`src/rtl/seg7_pkg.sv`:
```
// Shared types and segment encodings for the seven-segment scan driver.
package seg7_pkg;

    typedef enum logic [1:0] {
        IDLE,
        BLANK,
        ON
    } seg7_state_t;

    localparam logic [6:0] SEG_OFF = 7'h7F;

    // Active-low {g,f,e,d,c,b,a} patterns; element 15 (F) is listed first.
    localparam logic [15:0][6:0] SEG_ENC = {
        7'h0E, 7'h06, 7'h21, 7'h46, 7'h03, 7'h08, 7'h10, 7'h00,
        7'h78, 7'h02, 7'h12, 7'h19, 7'h30, 7'h24, 7'h79, 7'h40
    };

endpackage

```
`src/rtl/seg7_hex_decoder.sv`:
```
// Hex nibble to active-low seven-segment pattern.
module seg7_hex_decoder
    import seg7_pkg::*;
(
    input  logic [3:0] hex,
    output logic [6:0] seg_n
);

    always_comb begin
        seg_n = SEG_ENC[hex];
    end

endmodule

```
`src/rtl/seg7_scan_driver.sv`:
```
// Time-multiplexed common-anode seven-segment driver with per-frame input snapshot.
// Optional leading-zero blanking is enabled by defining SEG7_LZB_EN.
module seg7_scan_driver
    import seg7_pkg::*;
#(
    parameter int NUM_DIGITS   = 4,
    parameter int ON_CYCLES    = 1000,
    parameter int BLANK_CYCLES = 16
) (
    input  logic                    clk,
    input  logic                    rst_n,
    input  logic                    en,
    input  logic [4*NUM_DIGITS-1:0] digits,
    input  logic [NUM_DIGITS-1:0]   dp,
    output logic [6:0]              seg_n,
    output logic                    dp_n,
    output logic [NUM_DIGITS-1:0]   an_n,
    output logic                    frame_start
);

    localparam int MAX_CYCLES = (ON_CYCLES > BLANK_CYCLES) ? ON_CYCLES : BLANK_CYCLES;
    localparam int CW         = $clog2(MAX_CYCLES + 1);
    localparam int IW         = $clog2(NUM_DIGITS);

    localparam logic [IW-1:0] LAST_IDX   = IW'(NUM_DIGITS - 1);
    localparam logic [CW-1:0] ON_LAST    = CW'(ON_CYCLES - 1);
    localparam logic [CW-1:0] BLANK_LAST = CW'(BLANK_CYCLES - 1);

    if (NUM_DIGITS < 2 || NUM_DIGITS > 8 || ON_CYCLES < 1 || BLANK_CYCLES < 1) begin : g_param_check
        $error("seg7_scan_driver: illegal NUM_DIGITS/ON_CYCLES/BLANK_CYCLES");
    end

    seg7_state_t             state;
    logic [IW-1:0]           idx;
    logic [CW-1:0]           cnt;
    logic [4*NUM_DIGITS-1:0] snap_digits;
    logic [NUM_DIGITS-1:0]   snap_dp;

    logic [3:0] cur_nib;
    logic [6:0] cur_seg;
    logic       cur_hide;

    always_comb begin
        cur_nib = snap_digits[4*int'(idx) +: 4];
    end

    seg7_hex_decoder u_dec (
        .hex   (cur_nib),
        .seg_n (cur_seg)
    );

`ifdef SEG7_LZB_EN
    // A digit is a leading zero when it and every digit above it are zero.
    logic [NUM_DIGITS-1:0] hide;

    always_comb begin
        hide = '0;
        for (int unsigned i = 1; i < NUM_DIGITS; i++) begin
            hide[i] = !snap_dp[i] && ((snap_digits >> (4*i)) == '0);
        end
        cur_hide = hide[idx];
    end
`else
    always_comb begin
        cur_hide = 1'b0;
    end
`endif

    always_ff @(posedge clk or negedge rst_n) begin
        if (!rst_n) begin
            state       <= IDLE;
            idx         <= '0;
            cnt         <= '0;
            snap_digits <= '0;
            snap_dp     <= '0;
            seg_n       <= SEG_OFF;
            dp_n        <= 1'b1;
            an_n        <= '1;
            frame_start <= 1'b0;
        end else begin
            frame_start <= 1'b0;
            if (!en) begin
                state <= IDLE;
                idx   <= '0;
                cnt   <= '0;
                seg_n <= SEG_OFF;
                dp_n  <= 1'b1;
                an_n  <= '1;
            end else begin
                // Display outputs follow the state one clock behind, so a slot
                // spans exactly its state's duration, delayed by one cycle.
                if (state == ON && !cur_hide) begin
                    an_n  <= ~(NUM_DIGITS'(1) << idx);
                    seg_n <= cur_seg;
                    dp_n  <= ~snap_dp[idx];
                end else begin
                    an_n  <= '1;
                    seg_n <= SEG_OFF;
                    dp_n  <= 1'b1;
                end

                case (state)
                    IDLE: begin
                        state       <= BLANK;
                        idx         <= '0;
                        cnt         <= '0;
                        snap_digits <= digits;
                        snap_dp     <= dp;
                        frame_start <= 1'b1;
                    end
                    BLANK: begin
                        if (cnt == BLANK_LAST) begin
                            state <= ON;
                            cnt   <= '0;
                        end else begin
                            cnt <= cnt + 1'b1;
                        end
                    end
                    ON: begin
                        if (cnt == ON_LAST) begin
                            state <= BLANK;
                            cnt   <= '0;
                            if (idx == LAST_IDX) begin
                                idx         <= '0;
                                snap_digits <= digits;
                                snap_dp     <= dp;
                                frame_start <= 1'b1;
                            end else begin
                                idx <= idx + 1'b1;
                            end
                        end else begin
                            cnt <= cnt + 1'b1;
                        end
                    end
                    default: begin
                        state <= IDLE;
                        idx   <= '0;
                        cnt   <= '0;
                    end
                endcase
            end
        end
    end

endmodule
```
`config.mk`:
```
export PLATFORM = sky130hd
export DESIGN_NAME = seg7_scan_driver
export DESIGN_NICKNAME = d
export VERILOG_FILES = /design/src/rtl/seg7_pkg.sv /design/src/rtl/seg7_hex_decoder.sv /design/src/rtl/seg7_scan_driver.sv
export SDC_FILE = /design/constraint.sdc
export NUM_CORES = 1
export LEC_CHECK = 0
export BUFFER_PORTS_ARGS = -buffer_cell sky130_fd_sc_hd__buf_2
export CORE_MARGIN = 10
export CORE_UTILIZATION = 60
export CTS_BUF_LIST = sky130_fd_sc_hd__clkbuf_2
export DETAILED_ROUTE_END_ITERATION = 10
export PLACE_DENSITY = 0.82
export SLEW_MARGIN = 20
export SYNTH_ARGS = -nofsm -noshare
export SYNTH_HDL_FRONTEND = slang
export SYNTH_SLANG_ARGS = --single-unit
```
`constraint.sdc`:
```
create_clock -name clk -period 4.2 [get_ports clk]
set_clock_uncertainty 0.15 [all_clocks]
set_input_delay 0 -clock clk [delete_from_list [all_inputs] [get_ports clk]]
set_output_delay 0 -clock clk [all_outputs]
set_load 0.02 [all_outputs]
```
==> summary.txt, run 1 <==
Yosys
  • Top cell type's share of synthesized area: 0.361
  • Top_reg_cell synth: dfrtp_1
  • Number of synthesized register bits: 47
  • EDFF count, synth: 0
  • Cell taking the most area after synthesis: dfrtp_1
  • Sequential fraction of the synthesis area: 0.491
  • Area contributors post-synth: dfrtp_1 (36%), dfstp_2 (13%), mux2_4 (12%)
  • YS warnings: 0
  • FFs w/ async S/R, synth: 1.00
  • Net count after synthesis: 230
  • Cells after Synth: roughly 190
  • Library cells used by synthesis: 43
  • Synthesized area: 0.00243 mm²
  • Avg Cell Area, Syn: between 10 and 15 µm²

Critical path
  • Cell Chain, Critical Path: ha_1, clkinv_1, o41ai_2, nand3_2, mux2_4
  • Critical Path End Type: flop
  • CP max stage cell: dfrtp_1
  • CP max FO: 20
  • CP required: 4.41 ns
  • CP Class: reg -> reg
  • Crit start category: flop
  • FF-to-FF Start: idx[0]
  • CP arrival: about 3 ns
  • Worst R2R Setup Slack: about 1.3 ns
  • Worst path buffer plus inverter count: 1
  • Reg-to-reg critical path endpoint: snap_digits[11]
  • Worst path max stage delay: approximately 0.70 ns
  • R2R depth: 5
  • Top cell family by delay on the critical path: flip-flops

Die
  • Core area: 0.00394 mm²
  • IO Count: 36
  • Die area: 0.00699 mm²
  • Die Height: approximately 84 µm
  • Row cnt: 23
  • Chip width: 83.6 µm
  • Initial Utilization: 0.615

Clocking
  • CTS clk-pin slew, worst paths: around 0.27 ns
  • CTS hold repair buffers: 22
  • # clock sinks: 47
  • CTS Root Cell: clkbuf_2
  • Htree depth: 2
  • TritonCTS clock tree: yes
  • Max Buffers Root-to-Sink: 2
  • Clock Latency Late Sink: 0.47 ns
  • Post-CTS sizing: 0
  • Total CTS buffers: 5
  • Setup bufs post-CTS: 0

Placed design
  • Post-DP HPWL: 3250 µm
  • Placer Congestion: around 0.77
  • # port buffers: 35

Layout
  • Area Growth Syn to Fin: 20.2%
  • Commonest non-fill, non-tap cell in the layout: dfrtp_1
  • Share of layout cells above drive strength 1: 0.345
  • Most frequent cells in the layout: dfrtp_1 (35), buf_2 (34), dlygate4sd3_1 (23)
  • Final Net Count: approximately 290
  • Fillers: ~270
  • # diodes: 0
  • Final core utilization: 0.739

Power
  • Tot Pwr: 0.00156 W
  • PD cells: roughly 530 mW/mm²
  • Clock Power Share: 0.168
  • Sw power: 0.000543 W
  • Seq pwr share: 0.426
  • Logic pwr share: 0.407
  • Maximum resistive drop on vdd: approximately 0.31 mV
  • Leak pwr: roughly 1.3 nW
  • Int Power: around 0.001 W
  • Switching Share: 0.348

Global routing
  • Global-route wire length before repair: approximately 8500 µm
  • Met1 Use GR: 0.162
  • Antenna violations before repair: 0
  • GR Util met3: 0.0469
  • Largest net degree at the start of global routing: 48
  • Vias in the first global route: around 1700
  • Global-route usage over all layers: 0.151
  • Most Crowded Layer GR: met2
  • Congestion Overflow GR: 0
  • GR Util met2: 0.263

Detailed routing
  • DRC viols: 0
  • Final wirelength: 5170 µm
  • Vias per inst: 5.49
  • First DRT Iteration DRCs: 85
  • Average wire per standard cell: 17.3 µm
  • Final ANT Viol Nets: 0
  • Router iterations before antenna repair: 7
  • Vias post-DR: between 1500 and 2000

Timing
  • Worst-Margin Slew: 0.711 ns
  • Final setup vio count: 0
  • Slew Viols, Final: 0
  • Worst slew margin: 0.525
  • Fmax: 350 MHz
  • Final hold vios: 0
  • RSZ-0062 raised after global routing: false
  • Final worst path period need: 2.86 ns
  • Tcrit/Tclk final: 0.680
  • TNS Setup: 0 ns

Hold path
  • Hold Path Class: in -> reg
  • Hold worst-path end: snap_dp[0]
  • Hold path startpoint: dp[0]
  • Hold depth: 3

Outcome
  • Status: finished clean

Job
  • MaxCap Viol Count: 0
==> worst reg2reg max path: stages, from the launching register on <==
cell      delay [ns]
dfrtp_1         0.70
ha_1            0.31
clkinv_1        0.10
o41ai_2         0.38
nand3_2         0.61
mux2_4          0.53
==> routing by layer <==
metal | share of wire | wire length (µm)
met1 | 0.39 | 1990
met2 | 0.53 | 2740
met3 | 0.051 | 265
met4 | 0.032 | 167
met5 | 0 | 0
==> cell families (layout without fill, tap and decap cells) <==
| kind of cell | after synthesis | in the layout | synth area share |
|---|---|---|---|
| and+or+nand+nor | 49 | 49 | 0.104 |
| DFF | 47 | 47 | 0.491 |
| muxes | 28 | 28 | 0.183 |
| AOI/OAI and AO/OA | 26 | 26 | 0.0779 |
| buffers and inverters | 19 | 76 | 0.0376 |
| adders and majority gates | 15 | 15 | 0.0774 |
| xor gates and xnor gates | 8 | 8 | 0.0289 |
==> how the worst max path moves through the flow <==
stage	startpoint	to	slack, ns	depth (start not counted)
4_1_cts	idx[0]	snap_digits[3]	1.42	5
2_1_floorplan	idx[0]	seg_n[3]	2.22	6
3_3_place_gp	idx[0]	snap_digits[3]	1.50	5
3_5_place_dp	idx[0]	snap_digits[4]	1.43	5
5_1_grt	idx[0]	snap_digits[11]	1.18	5
6_report	idx[0]	snap_digits[11]	1.34	5
==> metrics by stage <==
step                worst slack (ns)  hold slack [ns]  instances  area (µm²)
global route                    1.18           0.0877        299        2920
detailed placement              1.43           0.0736        268        2610
finish                          1.34            0.117        299        2920
floorplan                       2.22           -0.446        192        2430
CTS                             1.42           0.0953        298        2900
global placement                1.50           0.0683        268        2610
==> layout make-up <==
cell class | count | area (µm²) | area share
Multi-Input combinational cell | 126 | 1140 | 0.392
Inverter | 10 | 37.5 | 0.0129
Tap cell | 50 | 62.6 | 0.0215
Clock inverter | 3 | 47.5 | 0.0163
Sequential cell | 47 | 1190 | 0.409
Timing Repair Buffer | 58 | 408 | 0.140
Clock buffer | 5 | 25.0 | 0.00858
==> state kept, by name (all words and copies together), names as in the netlist <==
| register | count |
|---|---|
| idx | 2 |
| an_n | 4 |
| dp_n | 1 |
| frame_start | 1 |
| cnt | 10 |
| snap_dp | 4 |
| snap_digits | 16 |
| seg_n | 7 |
| state | 2 |
==> cell usage after synthesis, types with 3 or more instances <==
cell type and instances:
nand3_1 5, inv_1 9, ha_1 15, clkbuf_1 3, dfrtp_1 35, xor2_1 3
a21oi_1 4, o21ai_1 4, buf_2 4, nand2_1 11, mux2_4 20, a31oi_1 3
xnor2_1 5, dfstp_2 12, nor3_1 3, a22o_1 3, mux4_2 5, nor2_1 17
==> power groups by stage <==
stage	registers [W]	clock network, W	logic, W
after floorplan	0.000661	0	0.000484
after global placement	0.000659	0	0.000580
after detailed placement	0.000663	0	0.000600
after CTS	0.000656	0.000259	0.000620
after global routing	0.000680	0.000287	0.000684
final	0.000663	0.000261	0.000634
No activity file was read; power rests on OpenSTA's default activity.
==> inputs of run 2 (changes only) <==
- CORE_UTILIZATION: 60 -> 53
- PLACE_DENSITY: 0.82 -> 0.77
- clock period: 4.2 -> 2.4 ns (I/O delays scaled with it)
==> run 2 against run 1 <==
Effect of this change:
- via count is 4.1% lower
- sequential cell count is the same
- setup slack got worse by 1.1 ns
- sequential power rose by 75%
- first-iteration DRC count did not move
- non-clock buffer count up 3
- utilization is 7.6 points lower
- fmax rose by 30%
- count of clock-buffer cells in the layout did not move
- largest cell class unchanged
==> summary.txt, run 2 (synthesis gave the netlist of run 1 again) <==
Layout
  • Fillers: 320 (+20%)
  • Share of layout cells above drive strength 1: 0.345 (about the same)
  • Most frequent cells in the layout: dfrtp_1 (35), buf_2 (34), dlygate4sd3_1 (23)
  • Commonest non-fill, non-tap cell in the layout: dfrtp_1
  • Area Growth Syn to Fin: 19.9%
  • # diodes: 0 (unchanged)
  • Largest register FFs: 16 (unchanged)
  • Reg with most FFs: snap_digits
  • Fin cells: 304 (+1.7%)
  • Top Registers: snap_digits x16, cnt x10, seg_n x7
  • Final Net Count: 289 (+1.0%)
  • Final core utilization: 0.663 (-0.0762)

Critical path
  • CP max stage cell: mux4_2
  • R2R depth: 7 (+2)
  • CP required: 2.64 ns (-1.77 ns)
  • Crit start category: flop
  • CP Class: reg -> reg
  • CP arrival: 2.43 ns (-0.64 ns)
  • Critical Path End Type: flop
  • CP max FO: 9 (-55%)
  • Worst path max stage delay: 0.60 ns (-0.10 ns)
  • Cell Chain, Critical Path: buf_4, mux4_2, inv_1, ha_1, nor2_1, a21oi_1, o31a_1

Die
  • Core area: 0.00438 mm² (+11%)
  • Row cnt: 24 (+4.3%)
  • Initial Utilization: 0.553 (-0.0620)
  • Chip width: 87.7 µm (+4.9%)
  • Die Height: 87.7 µm (+4.9%)
  • IO Count: 36 (unchanged)
  • Die area: 0.00768 mm² (+10%)

Timing
  • RSZ-0062 raised after global routing: false
  • TNS Setup: 0 ns (unchanged)
  • Final hold vios: 0 (unchanged)
  • Slew Viols, Final: 0 (unchanged)
  • Tcrit/Tclk final: 0.913 (+0.232)
  • Post-route setup slack: 0.210 ns (-1.13 ns)
  • Worst-Margin Slew: 0.569 ns (-0.142 ns)
  • Final setup vio count: 0 (unchanged)
  • Worst slew margin: 0.621 (+0.0954)
  • Fmax: 457 MHz (+30%)
  • Final worst path period need: 2.19 ns (-0.667 ns)

Global routing
  • Vias in the first global route: 1602 (-6.4%)
  • Global-route usage over all layers: 0.125 (-0.0261)
  • Congestion Overflow GR: 0 (unchanged)
  • Antenna violations before repair: 0 (unchanged)
  • Global-route wire length before repair: 7730 µm (-9.2%)
  • Largest net degree at the start of global routing: 48 (unchanged)

Power
  • Maximum resistive drop on vdd: 0.439 mV (+40%)
  • PD cells: 873 mW/mm² (+64%)
  • Leak pwr: 1.31 nW (-0.30%)
  • Tot Pwr: 0.00254 W (+63%)

Clocking
  • Post-CTS sizing: 0 (unchanged)
  • # clock sinks: 47 (unchanged)
  • CTS clk-pin slew, worst paths: 0.23 ns (-0.04 ns)
  • Htree depth: 2 (unchanged)
  • CTS Root Cell: clkbuf_2
  • Clock Latency Late Sink: 0.42 ns (-0.05 ns)
  • Max Buffers Root-to-Sink: 2 (unchanged)
  • TritonCTS clock tree: yes
  • Total CTS buffers: 5 (unchanged)

Hold path
  • Hold Path Class: in -> reg
  • Hold depth: 3 (unchanged)

Detailed routing
  • First DRT Iteration DRCs: 85 (unchanged)
  • Average wire per standard cell: 15.0 µm (-13%)
  • Final ANT Viol Nets: 0 (unchanged)
  • Vias post-DR: 1574 (-4.1%)
  • Router iterations before antenna repair: 4 (-3)
  • Final wirelength: 4550 µm (-12%)
  • DRC viols: 0 (unchanged)
  • Met1 Wirelength: 2090 µm (+4.9%)
  • Met3 Wirelength: 241 µm (-9.1%)
  • DR top layer: met4
  • Vias per inst: 5.18 (-5.7%)
  • Metal2 WL: 2140 µm (-22%)

Placed design
  • Post-placement setup slack: 0.260 ns (-1.17 ns)
  • Placed cell count: 273 (+1.9%)
  • Post-DP HPWL: 3050 µm (-6.3%)
  • # port buffers: 35 (unchanged)
  • Placer Congestion: 0.751 (-2.3%)

Job
  • MaxCap Viol Count: 0 (unchanged)

Outcome
  • Status: finished clean
## run 2: cell count changes in the layout (fill, tap and decap cells not counted)
cell / before / now
buf_4: 1 / 4
clkinv_1: 1 / 3
bufinv_16: 1 / 0
clkinv_4: 1 / 0
clkinvlp_4: 0 / 1
inv_6: 1 / 0
## run 2: routing by layer
layer	vias to the layer above	GRT usage
met5	-	0
met4	0	0.0522
met3	5	0.0371
met2	27	0.193
met1	753	0.160
li1	789	-
## run 2: path summary, 6_finish.rpt
| path | from | endpoint | slack, ns |
|---|---|---|---|
| max | idx[0] | seg_n[3] | 0.21 |
| min | digits[14] | snap_digits[14] | 0.15 |
| max reg2reg | idx[0] | seg_n[3] | 0.21 |
| min reg2reg | cnt[0] | cnt[0] | 0.34 |
| max in group asynchronous | rst_n | seg_n[1] | 1.25 |
| min in group asynchronous | rst_n | cnt[4] | 0.46 |
## run 2: what timing repair did
| item | CTS | global route |
|---|---|---|
| hold endpoints to repair | 81 | 35 |
| hold buffers | 22 | 1 |
| buffers inserted | 0 | 0 |
| setup endpoints to repair | 0 | 0 |
## run 2: per-stage QoR
step / hold slack, ns / area (µm²)
2_1_floorplan: -0.446 / 2430
3_3_place_gp: 0.0614 / 2640
3_5_place_dp: 0.0733 / 2640
4_1_cts: 0.100 / 2900
5_1_grt: 0.151 / 2910
6_report: 0.154 / 2910
## run 2: critical path: cells and delay by family, from the launching register on
kind / cells / cell delay (ns)
AND/OR/NAND/NOR: 1 / 0.08
multiplexers: 1 / 0.60
adder cells (fa/ha/maj): 1 / 0.26
flip-flops: 1 / 0.41
AO/OA/AOI/OAI: 2 / 0.32
buffers and inverters: 2 / 0.34
## run 2: layout make-up
class	instances	area [µm²]	area share
sequential	47	1190	0.410
multi-input combinational	126	1140	0.393
timing repair buffer	61	430	0.148
tap	52	65.1	0.0224
inverter	10	37.5	0.0129
clock buffer	5	25.0	0.00861
clock inverter	3	15.0	0.00516
## run 2: where the power goes
group	total (W)	internal [W]	switching, W
Clock	0.000317	0.0000648	0.000252
Combinational	0.00107	0.000566	0.000501
Sequential	0.00116	0.00102	0.000134
